File: src/rtl/prog_seq_pkg.sv
// Shared types and constants for the program sequencer and its helpers.
// The optional run timeout is controlled by the PROG_SEQ_TIMEOUT_EN macro in program_sequencer.
package prog_seq_pkg;

    localparam int DEFAULT_NUM_PROGS = 3;

    typedef logic [1:0] prog_sel_t;

    typedef enum logic [2:0] {
        IDLE     = 3'd0,
        LAUNCH   = 3'd1,
        RUN      = 3'd2,
        REPORT   = 3'd3,
        FINISHED = 3'd4
    } state_e;

endpackage

File: src/rtl/edge_detect_rise.sv
// Registered rising-edge detector for a level signal (Halt, Branch, ...).
// o_rise is high in the cycle where i_sig is 1 and was 0 on the previous edge.
module edge_detect_rise (
    input  logic i_clk,
    input  logic i_rst,
    input  logic i_sig,
    output logic o_rise
);

    logic r_sig_q;

    always_ff @(posedge i_clk) begin
        if (i_rst) begin
            r_sig_q <= 1'b0;
        end else begin
            r_sig_q <= i_sig;
        end
    end

    assign o_rise = i_sig & ~r_sig_q;

endmodule

File: src/rtl/program_sequencer.sv
// Run controller: launches each program image in turn, times it until Halt rises and reports the count.
// Define PROG_SEQ_TIMEOUT_EN to add the TIMEOUT parameter and the TimedOut output.
module program_sequencer
    import prog_seq_pkg::*;
#(
    parameter int NUM_PROGS    = DEFAULT_NUM_PROGS,
    parameter int START_CYCLES = 2,
    parameter int CNT_W        = 16,
    parameter int SEL_W        = 2
`ifdef PROG_SEQ_TIMEOUT_EN
    ,
    parameter logic [CNT_W-1:0] TIMEOUT = CNT_W'(16'hFFF0)
`endif
) (
    input  logic             CLK,
    input  logic             Reset,
    input  logic             Req,
    input  logic             Halt,
    output logic             Start,
    output logic [SEL_W-1:0] ProgSel,
    output logic [CNT_W-1:0] CycleCount,
    output logic             Done,
    output logic             AllDone,
    output state_e           o_dbg_state
`ifdef PROG_SEQ_TIMEOUT_EN
    ,
    output logic             TimedOut
`endif
);

    localparam logic [CNT_W-1:0] CNT_MAX    = '1;
    localparam logic [SEL_W-1:0] LAST_SEL   = SEL_W'(NUM_PROGS);
    localparam logic [3:0]       START_LOAD = 4'(START_CYCLES);

    state_e           r_state;
    state_e           w_next;
    logic [3:0]       r_start_cnt;
    logic [CNT_W-1:0] r_run_cnt;
    logic [CNT_W-1:0] r_cycle_count;
    logic [SEL_W-1:0] r_prog_sel;
    logic             r_all_done;
    logic             w_halt_rise;
    logic             w_timeout;
`ifdef PROG_SEQ_TIMEOUT_EN
    logic             r_timed_out;
`endif

    edge_detect_rise u_halt_edge (
        .i_clk  (CLK),
        .i_rst  (Reset),
        .i_sig  (Halt),
        .o_rise (w_halt_rise)
    );

`ifdef PROG_SEQ_TIMEOUT_EN
    assign w_timeout = (r_run_cnt == TIMEOUT);
`else
    assign w_timeout = 1'b0;
`endif

    // Halt is only looked at in RUN: during LAUNCH the core may still show the previous Halt.
    always_comb begin
        w_next = r_state;
        case (r_state)
            IDLE:     if (Req && !r_all_done) w_next = LAUNCH;
            LAUNCH:   if (r_start_cnt <= 4'd1) w_next = RUN;
            RUN:      if (w_halt_rise || w_timeout) w_next = REPORT;
            REPORT:   w_next = (r_prog_sel == LAST_SEL) ? FINISHED : IDLE;
            FINISHED: w_next = FINISHED;
            default:  w_next = IDLE;
        endcase
    end

    always_ff @(posedge CLK) begin
        if (Reset) begin
            r_state       <= IDLE;
            r_start_cnt   <= 4'd0;
            r_run_cnt     <= '0;
            r_cycle_count <= '0;
            r_prog_sel    <= SEL_W'(1);
            r_all_done    <= 1'b0;
`ifdef PROG_SEQ_TIMEOUT_EN
            r_timed_out   <= 1'b0;
`endif
        end else begin
            r_state <= w_next;
            case (r_state)
                IDLE: begin
                    if (w_next == LAUNCH) begin
                        r_run_cnt   <= '0;
                        r_start_cnt <= START_LOAD;
                    end
                end
                LAUNCH: begin
                    if (r_start_cnt != 4'd0) r_start_cnt <= r_start_cnt - 4'd1;
                end
                RUN: begin
                    // The halt_rise cycle is not counted; the counter saturates rather than wraps.
                    if (w_next == REPORT) begin
                        r_cycle_count <= r_run_cnt;
`ifdef PROG_SEQ_TIMEOUT_EN
                        r_timed_out   <= ~w_halt_rise;
`endif
                    end else if (r_run_cnt != CNT_MAX) begin
                        r_run_cnt <= r_run_cnt + CNT_W'(1);
                    end
                end
                REPORT: begin
                    if (r_prog_sel == LAST_SEL) r_all_done <= 1'b1;
                    else                        r_prog_sel <= r_prog_sel + SEL_W'(1);
                end
                default: ;
            endcase
        end
    end

    assign Start       = (r_state == LAUNCH);
    assign Done        = (r_state == REPORT);
    assign ProgSel     = r_prog_sel;
    assign CycleCount  = r_cycle_count;
    assign AllDone     = r_all_done;
    assign o_dbg_state = r_state;
`ifdef PROG_SEQ_TIMEOUT_EN
    assign TimedOut    = r_timed_out;
`endif

endmodule

File: config.mk
export PLATFORM = sky130hd
export DESIGN_NAME = program_sequencer
export DESIGN_NICKNAME = d
export VERILOG_FILES = /design/src/rtl/prog_seq_pkg.sv /design/src/rtl/edge_detect_rise.sv /design/src/rtl/program_sequencer.sv
export SDC_FILE = /design/constraint.sdc
export NUM_CORES = 1
export LEC_CHECK = 0
export BUFFER_PORTS_ARGS = -buffer_cell sky130_fd_sc_hd__buf_2
export CAP_MARGIN = 0
export CORE_MARGIN = 2
export CORE_UTILIZATION = 55
export DETAILED_ROUTE_END_ITERATION = 10
export HOLD_SLACK_MARGIN = 0.06
export PLACE_DENSITY = 0.77
export SLEW_MARGIN = 5
export SYNTH_ARGS = -nofsm -noshare
export SYNTH_HDL_FRONTEND = slang
export SYNTH_HIERARCHICAL = 1
export SYNTH_SLANG_ARGS = --single-unit
File: constraint.sdc
create_clock -name CLK -period 2.5 [get_ports CLK]
set_clock_uncertainty 0.2 [all_clocks]
set_input_delay 0.75 -clock CLK [delete_from_list [all_inputs] [get_ports CLK]]
set_output_delay 0.75 -clock CLK [all_outputs]
set_load 0.03 [all_outputs]
==> results.yml <==
grt:
  grt_pass1_vias: 1501
  grt_pass1_wl_um: 6690
  antenna_found_initial: 0
  track_usage: 0.204
  grt_max_degree: 27
  grt_overflow_total: 0
power:
  power.density_nw_per_um2: 647
  internal_power_w: 0.00105
  p_seq_frac: 0.509
  clkPwrFrac: 0.293
  swShare: 0.296
  p_comb_frac: 0.198
  p_sw_w: 0.000441
  ir_worst_vdd_mv: 0.306
  p_leak_nw: 0.866
timing:
  min_period_ns: 2.34
  hold_viol: 0
  slew_headroom: 0.741
  finalCritPeriodShare: 0.936
  rsz0062_at_grt: "false"
  setup-tns-final_ns: 0
  setup_viol: 0
  worst_pin_slew_ns: 0.385
  slew_violations: 0
  fmax_mhz: 427
die:
  die_w_um: 65.1
  num_rows: 22
  dieArea_um2: 4240
  die_height_um: 65.1
  core_um2: 3630
  start_util: 0.565
  ios: 28
worst_setup_path:
  critPathMaxFanout: 10
  crit_path_end_kind: "output port"
  start_kind: "flip-flop"
  cp.required_ns: 1.55
  crit_type: "reg2out"
  crit_arrival_ns: 1.39
cts:
  htreeDepth: 2
  clock_sinks: 43
  clk_latency_ns: 0.29
  clock_path_buffers: 2
  cts-root-buf: "clkbuf_8"
  numCtsBuffers: 5
  clk_pin_slew_worst_paths_ns: 0.08
  cts_hold_buf: 0
  tritoncts: "done"
yosys:
  netlist_instances: 230
  yosysTopAreaCellShare: 0.419
  synth-edff-count: 0
  synthFlopType: "dfxtp_1"
  synthTopCellsByCount: "43 x dfxtp_1, 37 x nand2_1, 23 x a21oi_1, 20 x nor2_1, 11 x xnor2_1"
  synth-seq-area-share: 0.419
  avgSynthCellArea_um2: 8.93
  syn_area_um2: 2050
  synth_fp_nets: 239
  ys_top_cells_by_area: "dfxtp_1 42%, nand2_1 6.8%, a21oi_1 5.6%"
  ys_async_sr_fraction: 0
  synth_most_common_cell: "dfxtp_1"
  yosysTopAreaCell: "dfxtp_1"
  synth.distinct_cells: 53
  ys_ff_latch: 43
  ys_warn_count: 6
drt:
  drc: 0
  wl_per_cell_um: 13.2
  vias: 1676
  drtIter0Drc: 103
  ant_nets: 0
  finalWirelength_um: 4010
  viasPerCell: 5.51
  dr.pass1.iters: 4
placed_design:
  gp_congestion: 0.864
  placed_cell_area_um2: 2220
  io_buffers: 27
  dp_hpwl_um: 2940
final_layout:
  final_core_util: 0.634
  final_area_um2: 2300
  antenna_cells: 0
  drive_gt1_frac: 0.234
  fin_nets: 265
  area_growth_pct: 12.2
hold_path:
  hp-class: "reg2reg"
status:
  outcome: "finished clean"
job:
  drv_cap: 0
-- metrics by stage --
stage	setup slack, ns	cells	power, W	hold slack [ns]
detailed placement	0.107	297	0.00107	0.245
global placement	0.180	297	0.00106	0.241
global route	0.0414	304	0.00157	0.282
CTS	0.0511	304	0.00150	0.255
floorplan	0.347	230	0.00101	0.253
finish	0.160	304	0.00149	0.252
-- worst paths after layout --
check	startpoint	cells after the start	end	slack, ns
max	o_dbg_state[1]	3	Done	0.16
min	CycleCount[2]	2	CycleCount[2]	0.25
max reg2reg	r_run_cnt[0]	6	r_run_cnt[5]	0.33
min reg2reg	CycleCount[2]	2	CycleCount[2]	0.25
-- sequential cells by signal, summed over array words and instances (netlist names) --
| register | flops |
|---|---|
| r_start_cnt | 4 |
| r_run_cnt | 16 |
| o_dbg_state | 3 |
| AllDone | 1 |
| CycleCount | 16 |
| ProgSel | 2 |
| u_halt_edge/r_sig_q | 1 |
-- repair_timing --
item,4_1_cts,5_1_grt
buffers inserted,0,0
setup endpoints to repair,0,1
resized for setup,0,1
-- cells by family after synthesis --
logic type,count (synthesis),share of synthesized area
multiplexers,4,0.0195
buffers and inverters,17,0.0444
adder cells (fa/ha/maj),5,0.0305
AND/OR/NAND/NOR,106,0.294
XOR/XNOR,13,0.0554
AO/OA/AOI/OAI,42,0.138
flip-flops,43,0.419
-- cell usage in the layout, fill, tap and decap left out, types with 3 or more instances in the layout --
cell	count
inv_1	4
and2_1	4
nor3_1	3
dfxtp_1	42
o21ai_0	5
nor2_1	20
nor2b_1	4
and3_1	3
nand3_1	5
ha_1	5
a21oi_1	23
buf_2	27
and4_1	3
nand2_1	37
nand4_1	4
xnor2_1	11
mux2i_1	4
buf_4	5
clkbuf_8	6
-- power groups by stage --
stage	Clock [W]	Combinational [W]	Sequential [W]
3_3_place_gp	0	0.000286	0.000772
4_1_cts	0.000448	0.000296	0.000758
5_1_grt	0.000479	0.000331	0.000764
2_1_floorplan	0	0.000229	0.000777
3_5_place_dp	0	0.000293	0.000774
6_report	0.000436	0.000295	0.000758
-- worst max-delay path: stages, from the launching register on --
cell	delay, ns
dfxtp_2	0.43
nor2b_1	0.23
and2_1	0.22
buf_2	0.22
-- cell type report --
class | count | area [µm²]
inverters | 4 | 15.0
fillers | 305 | 1330
clock inverters | 1 | 5.00
repair buffers | 32 | 173
well taps | 48 | 60.1
multi-input cells | 170 | 1110
clock buffers | 6 | 82.6
flip-flops and latches | 43 | 862
-- layer usage --
metal  share of wire  global-route usage  vias up
met5               0                   0        -
met2            0.45               0.320       30
li1                -                   -      848
met3           0.038              0.0514        7
met1            0.50               0.273      791
met4           0.016              0.0781        0
Note: power is estimated with default switching activity, not from simulation.
